`config.mk`:
```
export PLATFORM = sky130hd
export DESIGN_NAME = mem_access_stage_flat
export DESIGN_NICKNAME = d
export VERILOG_FILES = /design/src/rtl/mem_access_stage_if.sv /design/src/rtl/mem_access_stage.sv /design/src/flat_wrapper.sv
export SDC_FILE = /design/constraint.sdc
export NUM_CORES = 1
export LEC_CHECK = 0
export ABC_CLOCK_PERIOD_IN_PS = 4200
export BUFFER_PORTS_ARGS = -buffer_cell sky130_fd_sc_hd__clkbuf_2
export CAP_MARGIN = 40
export CORE_MARGIN = 5
export CORE_UTILIZATION = 49
export DETAILED_ROUTE_END_ITERATION = 10
export PLACE_DENSITY = 0.81
export SYNTH_ARGS = -nofsm -noshare
export SYNTH_HDL_FRONTEND = slang
export SYNTH_SLANG_ARGS = --single-unit
```
`constraint.sdc`:
```
create_clock -name clock -period 4.2 [get_ports clock]
set_input_delay 0.63 -clock clock [delete_from_list [all_inputs] [get_ports clock]]
set_output_delay 0.63 -clock clock [all_outputs]
set_load 0.01 [all_outputs]
```
`src/rtl/mem_access_stage_if.sv`:
```
// Data-memory request/acknowledge bus between the MEM stage and data memory.
//   dmem_req   : request, held until dmem_ack
//   dmem_we    : 1 = write
//   dmem_addr  : word-aligned byte address
//   dmem_be    : byte enables, bit i = byte lane i (little-endian)
//   dmem_wdata : lane-replicated store data
//   dmem_rdata : read data, valid with dmem_ack
//   dmem_ack   : access complete
// master = MEM stage, slave = memory.
interface mem_access_stage_if;
  logic        dmem_req;
  logic        dmem_we;
  logic [31:0] dmem_addr;
  logic [3:0]  dmem_be;
  logic [31:0] dmem_wdata;
  logic [31:0] dmem_rdata;
  logic        dmem_ack;

  modport master (
    output dmem_req, dmem_we, dmem_addr, dmem_be, dmem_wdata,
    input  dmem_rdata, dmem_ack
  );

  modport slave (
    input  dmem_req, dmem_we, dmem_addr, dmem_be, dmem_wdata,
    output dmem_rdata, dmem_ack
  );
endinterface

```
`src/rtl/mem_access_stage.sv`:
```
// MEM-stage data-memory access unit.
// Turns the EX/MEM load/store into one req/ack bus transaction, formats load data
// for MEM/WB, stalls the pipeline while the access is outstanding, flags misaligned
// accesses and times out a memory that never acknowledges.
// Ports:
//   clock, reset              : clock, asynchronous active-high reset
//   alu_addr, store_data      : byte address and rt data from EX/MEM
//   mem_rd, mem_wr            : load / store (both set = store)
//   mem_size, mem_unsigned    : 00 byte, 01 half, 1x word; zero-extend loads
//   dmem                      : data-memory bus (master side)
//   readdata_out              : formatted load result, held between loads
//   mem_stall                 : hold the front of the pipeline
//   misaligned, bus_err       : one-cycle event pulses
module mem_access_stage #(
  parameter int unsigned TIMEOUT = 255,
  parameter int unsigned TO_W    = 8
) (
  input  logic                       clock,
  input  logic                       reset,
  input  logic [31:0]                alu_addr,
  input  logic [31:0]                store_data,
  input  logic                       mem_rd,
  input  logic                       mem_wr,
  input  logic [1:0]                 mem_size,
  input  logic                       mem_unsigned,
  mem_access_stage_if.master         dmem,
  output logic [31:0]                readdata_out,
  output logic                       mem_stall,
  output logic                       misaligned,
  output logic                       bus_err
);

  typedef enum logic [1:0] {StIdle, StBusy, StDone} state_e;

  state_e           state_q, state_d;
  logic             req_q, req_d;
  logic             we_q, we_d;
  logic [31:0]      addr_q, addr_d;
  logic [3:0]       be_q, be_d;
  logic [31:0]      wdata_q, wdata_d;
  logic [31:0]      rdata_q, rdata_d;
  logic             mis_q, mis_d;
  logic             err_q, err_d;
  logic [TO_W-1:0]  cnt_q, cnt_d;
  // Load formatting context captured at issue so it does not depend on EX/MEM.
  logic [1:0]       off_q, off_d;
  logic [1:0]       size_q, size_d;
  logic             uns_q, uns_d;

  logic             access, aligned;
  logic [3:0]       be_fmt;
  logic [31:0]      wdata_fmt, load_fmt;
  logic [7:0]       lane_b;
  logic [15:0]      lane_h;

  assign access = mem_rd | mem_wr;

  always_comb begin
    aligned   = 1'b1;
    be_fmt    = 4'b1111;
    wdata_fmt = store_data;
    unique case (mem_size)
      2'b00: begin
        be_fmt    = 4'b0001 << alu_addr[1:0];
        wdata_fmt = {4{store_data[7:0]}};
      end
      2'b01: begin
        aligned   = ~alu_addr[0];
        be_fmt    = alu_addr[1] ? 4'b1100 : 4'b0011;
        wdata_fmt = {2{store_data[15:0]}};
      end
      default: aligned = (alu_addr[1:0] == 2'b00);
    endcase
  end

  always_comb begin
    lane_b   = dmem.dmem_rdata[{off_q, 3'b000} +: 8];
    lane_h   = off_q[1] ? dmem.dmem_rdata[31:16] : dmem.dmem_rdata[15:0];
    load_fmt = dmem.dmem_rdata;
    unique case (size_q)
      2'b00:   load_fmt = {{24{~uns_q & lane_b[7]}}, lane_b};
      2'b01:   load_fmt = {{16{~uns_q & lane_h[15]}}, lane_h};
      default: load_fmt = dmem.dmem_rdata;
    endcase
  end

  always_comb begin
    state_d = state_q;
    req_d   = req_q;
    we_d    = we_q;
    addr_d  = addr_q;
    be_d    = be_q;
    wdata_d = wdata_q;
    rdata_d = rdata_q;
    mis_d   = 1'b0;
    err_d   = 1'b0;
    cnt_d   = cnt_q;
    off_d   = off_q;
    size_d  = size_q;
    uns_d   = uns_q;
    unique case (state_q)
      StIdle: begin
        if (access && aligned) begin
          addr_d  = {alu_addr[31:2], 2'b00};
          we_d    = mem_wr;
          be_d    = be_fmt;
          wdata_d = wdata_fmt;
          off_d   = alu_addr[1:0];
          size_d  = mem_size;
          uns_d   = mem_unsigned;
          req_d   = 1'b1;
          cnt_d   = '0;
          state_d = StBusy;
        end else if (access) begin
          mis_d = 1'b1;
        end
      end
      StBusy: begin
        cnt_d = cnt_q + TO_W'(1);
        if (dmem.dmem_ack) begin
          req_d = 1'b0;
          if (!we_q) rdata_d = load_fmt;
          state_d = StDone;
        end else if (cnt_q == TO_W'(TIMEOUT - 1)) begin
          // TIMEOUT request cycles have elapsed without an acknowledge.
          req_d   = 1'b0;
          err_d   = 1'b1;
          if (!we_q) rdata_d = 32'h0000_0000;
          state_d = StDone;
        end
      end
      // One unstalled cycle lets EX/MEM advance so the access is never reissued.
      StDone:  state_d = StIdle;
      default: state_d = StIdle;
    endcase
  end

  always_ff @(posedge clock or posedge reset) begin
    if (reset) begin
      state_q <= StIdle;
      req_q   <= 1'b0;
      we_q    <= 1'b0;
      addr_q  <= '0;
      be_q    <= '0;
      wdata_q <= '0;
      rdata_q <= '0;
      mis_q   <= 1'b0;
      err_q   <= 1'b0;
      cnt_q   <= '0;
      off_q   <= '0;
      size_q  <= '0;
      uns_q   <= 1'b0;
    end else begin
      state_q <= state_d;
      req_q   <= req_d;
      we_q    <= we_d;
      addr_q  <= addr_d;
      be_q    <= be_d;
      wdata_q <= wdata_d;
      rdata_q <= rdata_d;
      mis_q   <= mis_d;
      err_q   <= err_d;
      cnt_q   <= cnt_d;
      off_q   <= off_d;
      size_q  <= size_d;
      uns_q   <= uns_d;
    end
  end

  assign dmem.dmem_req   = req_q;
  assign dmem.dmem_we    = we_q;
  assign dmem.dmem_addr  = addr_q;
  assign dmem.dmem_be    = be_q;
  assign dmem.dmem_wdata = wdata_q;
  assign readdata_out    = rdata_q;
  assign misaligned      = mis_q;
  assign bus_err         = err_q;

  // Masked by reset so the stall drops immediately even if EX/MEM still holds an access.
  assign mem_stall = ~reset &
                     (((state_q == StIdle) & access & aligned) | (state_q == StBusy));

endmodule

```
`src/flat_wrapper.sv`:
```
// flat-port wrapper written by rule: the top's interface ports become plain ports
module mem_access_stage_flat 
#(
  parameter int unsigned TIMEOUT = 255,
  parameter int unsigned TO_W    = 8
)
  (clock, reset, alu_addr, store_data, mem_rd, mem_wr, mem_size, mem_unsigned, readdata_out, mem_stall, misaligned, bus_err, dmem_dmem_req, dmem_dmem_we, dmem_dmem_addr, dmem_dmem_be, dmem_dmem_wdata, dmem_dmem_rdata, dmem_dmem_ack);
  mem_access_stage_if dmem_i ();
  input  logic clock;
  input  logic reset;
  input  logic [31:0] alu_addr;
  input  logic [31:0] store_data;
  input  logic mem_rd;
  input  logic mem_wr;
  input  logic [1:0] mem_size;
  input  logic mem_unsigned;
  output logic [31:0] readdata_out;
  output logic mem_stall;
  output logic misaligned;
  output logic bus_err;
  output wire logic [$bits(dmem_i.dmem_req)-1:0] dmem_dmem_req;
  output wire logic [$bits(dmem_i.dmem_we)-1:0] dmem_dmem_we;
  output wire logic [$bits(dmem_i.dmem_addr)-1:0] dmem_dmem_addr;
  output wire logic [$bits(dmem_i.dmem_be)-1:0] dmem_dmem_be;
  output wire logic [$bits(dmem_i.dmem_wdata)-1:0] dmem_dmem_wdata;
  input wire logic [$bits(dmem_i.dmem_rdata)-1:0] dmem_dmem_rdata;
  input wire logic [$bits(dmem_i.dmem_ack)-1:0] dmem_dmem_ack;
  assign dmem_dmem_req = dmem_i.dmem_req;
  assign dmem_dmem_we = dmem_i.dmem_we;
  assign dmem_dmem_addr = dmem_i.dmem_addr;
  assign dmem_dmem_be = dmem_i.dmem_be;
  assign dmem_dmem_wdata = dmem_i.dmem_wdata;
  assign dmem_i.dmem_rdata = dmem_dmem_rdata;
  assign dmem_i.dmem_ack = dmem_dmem_ack;
  mem_access_stage #(.TIMEOUT(TIMEOUT), .TO_W(TO_W)) u_core (.clock(clock), .reset(reset), .alu_addr(alu_addr), .store_data(store_data), .mem_rd(mem_rd), .mem_wr(mem_wr), .mem_size(mem_size), .mem_unsigned(mem_unsigned), .dmem(dmem_i), .readdata_out(readdata_out), .mem_stall(mem_stall), .misaligned(misaligned), .bus_err(bus_err));
endmodule
```
==> qor.tcl <==
set qor(outcome) {finished, final reports clean}
set qor(cts_tree) {yes}
set qor(synth.top_cells.by_area) {dfrtp_1 56%, mux2_2 9.4%, mux2i_1 6.1%}
set qor(critPathCaptureType) {output port}
set qor(cts_hold_repair.buffers) 0
set qor(cp-endpoint) {mem_stall}
set qor(dp_hpwl_um) 11000
set qor(ys.warnings.count) 0
set qor(syn_inst) 455
set qor(avgSynthCellArea_sq_um) 11.6
set qor(setup-tns-final_ns) 0
set qor(post-place-ws_ns) 1.59
set qor(final.period_utilization) 0.627
set qor(yosysTopAreaCell) {dfrtp_1}
set qor(critPathLaunch) {mem_size[0]}
set qor(cts_htree_levels) 4
set qor(postSynthRegisterBits) 117
set qor(setup.worst_path.class) {input port to output port}
set qor(synthArstFlopShare) 1.00
set qor(layout_cell_share_with_drive_strength_beyond_1) 0.447
set qor(area_share_of_the_leading_cell_type_in_the_synthesized_netlist) 0.555
set qor(worst_r2r_path_depth) 5
set qor(clkSlewWorstSetupHoldPaths_ns) 0.05
set qor(finalCriticalPeriod_ns) 2.63
set qor(remaining_drc_errors) 0
set qor(grt.overflow.total) 0
set qor(core.rowCount) 37
set qor(slew_headroom) 0.491
set qor(antenna_found_initial) 0
set qor(cts.path.max_buffers) 2
set qor(tritoncts.num_buffers) 17
set qor(post_synthesis_instance_area_sq_um) 5280
set qor(worstReg2RegStart) {u_core.size_q[1]}
set qor(postSynth.topFlopCell) {dfrtp_1}
set qor(hold_viol) 0
set qor(worstMarginPinSlew_ns) 0.763
set qor(clock-root-buffer) {clkbuf_8}
set qor(grt_max_degree) 88
set qor(ant_nets) 0
set qor(r2r-end) {u_core.readdata_out[16]}
set qor(buffer_ports.inserted) 206
set qor(hp-class) {input port to asynchronous set/reset pin}
set qor(netlist-cell-type-count) 40
set qor(fmax_ghz) 0.380
set qor(vdd_ir_drop_max_mv) 0.372
set qor(first_iter_violations) 269
set qor(synth_most_common_cell) {dfrtp_1}
set qor(finish.net_count) 763
set qor(timing.max_cap.violations) 0
set qor(area_growth_syn_to_layout_pct) 33.6
set qor(dieHeight_um) 114
set qor(static-leakage-power_nw) 3.47
set qor(clock_skew_ns) 0.00649
set qor(setup_slack_ns) 1.57
set qor(dieWidth_um) 114
set qor(number_of_sinks_handled_by_clock_tree_synthesis) 117
set qor(routed_wirelength_um) 14800
set qor(worst_ep_arrival_time_ns) 2.00
set qor(overall_via_count_from_detail_route) 4508
set qor(n_antenna_cell) 0
set qor(synth_commonest_cells) {117 x dfrtp_1, 45 x o21ai_0, 44 x mux2_2}
set qor(final_number_of_max_transition_violations) 0
set qor(setup-violations-final) 0
set qor(cts.repair.resized) 0
set qor(drt_pass1_iterations) 5
set qor(floorplan.initialDensity) 0.506
set qor(dpl-instance-area_sq_um) 6460
set qor(post_drt_via_cell_ratio) 5.60
set qor(wl_per_cell_um) 18.4
set qor(crit_required_ns) 3.57
set qor(reg2reg_setup_slack_ns) 1.78
set qor(design.die.area_sq_um) 12900
set qor(grt_setup_unrepaired) {false}
set qor(critical_path.startpoint_type) {input port}
set qor(power.density_cell_area_nw_per_um2) 697
set qor(fin_area_sq_um) 7050
set qor(gp_congestion) 0.909
set qor(ys_seq_area_frac) 0.555
set qor(io_pins) 209
set qor(number_of_synthesized_flops_with_an_enable_pin) 0
set qor(grt_pass1_wl_um) 23700
set qor(first_global_vias) 4843
set qor(gr-usage-all-layers) 0.231
set qor(post_cts.repair.setup_buffers) 0
set qor(clock_insertion_delay_worst_skew_ns) 0.51
set qor(core_area_sq_um) 10400
set qor(crit_path_max_fanout) 13
-- metrics by stage --
stage                     power, mW  std cells  utilization  hold slack, ns
after floorplan                2.79        456            -           0.448
after global placement         3.43        769        0.613           0.464
after detailed placement       3.52        774        0.620           0.474
after CTS                      4.95        805        0.677           0.254
after global routing           5.20        805        0.677           0.291
final                          4.91        805        0.677           0.251
-- cell usage in the layout, fill, tap and decap left out, types with 2 or more instances in the layout --
cell type,Yosys,routed
a21oi_1,22,22
a221o_1,16,16
a32o_1,8,8
and2_1,2,2
and3_1,3,3
buf_4,2,6
buf_6,1,2
bufinv_16,0,2
clkbuf_16,0,16
clkbuf_2,0,206
clkbuf_8,0,6
clkinv_2,0,3
clkinvlp_4,0,3
conb_1,1,2
dfrtp_1,117,117
ha_1,2,2
inv_1,6,5
mux2_2,44,44
mux2i_1,32,32
nand2_1,43,43
nand2b_1,11,11
nand3_1,8,8
nand4_1,2,2
nor2_1,18,18
o21ai_0,45,45
o21ba_2,2,2
o221ai_1,7,7
o2bb2ai_1,9,9
or3_1,7,7
xor2_1,3,3
-- how the worst min path moves through the flow --
stage,startpoint,endpoint,slack [ns],cells after the start
after floorplan,u_core.cnt_q[7],u_core.cnt_q[7],0.45,1
after global routing,reset,u_core.dmem.dmem_req,0.29,2
after detailed placement,u_core.dmem.dmem_wdata[19],u_core.dmem.dmem_wdata[19],0.47,2
final,reset,u_core.dmem.dmem_be[1],0.25,2
after global placement,u_core.dmem.dmem_wdata[20],u_core.dmem.dmem_wdata[20],0.46,2
after CTS,reset,u_core.dmem.dmem_we,0.25,2
-- flip-flops by register name (all words and copies together), names as in the netlist --
signal / cells
u_core.dmem.dmem_wdata: 32
u_core.readdata_out: 32
u_core.dmem.dmem_addr: 30
u_core.cnt_q: 8
u_core.dmem.dmem_be: 4
u_core.off_q: 2
u_core.size_q: 2
u_core.state_q: 2
u_core.bus_err: 1
u_core.dmem.dmem_req: 1
u_core.dmem.dmem_we: 1
u_core.misaligned: 1
u_core.uns_q: 1
-- report_power, final --
group          internal, mW  switching, mW
Clock                 0.916          0.496
Sequential             1.58          0.338
Combinational         0.745          0.841
-- cells by family after synthesis --
group | count (synthesis) | synth area share
multiplexers | 77 | 0.157
flip-flops | 117 | 0.555
AND/OR/NAND/NOR | 99 | 0.0870
adder cells (fa/ha/maj) | 2 | 0.00474
buffers and inverters | 40 | 0.0330
XOR/XNOR | 3 | 0.00498
AO/OA/AOI/OAI | 116 | 0.157
other | 1 | 0.000711
-- metal layers --
layer,GRT usage,wire length [um],part of all wire
met1,0.264,5590,0.38
met2,0.399,7810,0.53
met3,0.0706,1060,0.071
met4,0.105,357,0.024
met5,0,0,0
-- final cells by class --
| class | instances | area, sq um |
|---|---|---|
| Clock buffer | 23 | 487 |
| Clock inverter | 8 | 97.6 |
| Fill cell | 784 | 3370 |
| Inverter | 6 | 25.0 |
| Multi-Input combinational cell | 299 | 2200 |
| Sequential cell | 117 | 2930 |
| Tap cell | 136 | 170 |
| Timing Repair Buffer | 216 | 1140 |
-- worst max-delay path, cell delays in order --
cell and delay (ns):
clkbuf_2 0.26, o21ai_0 0.47, o2111ai_4 0.20, a21oi_1 0.26
clkbuf_2 0.18
No activity file was read; power rests on OpenSTA's default activity.
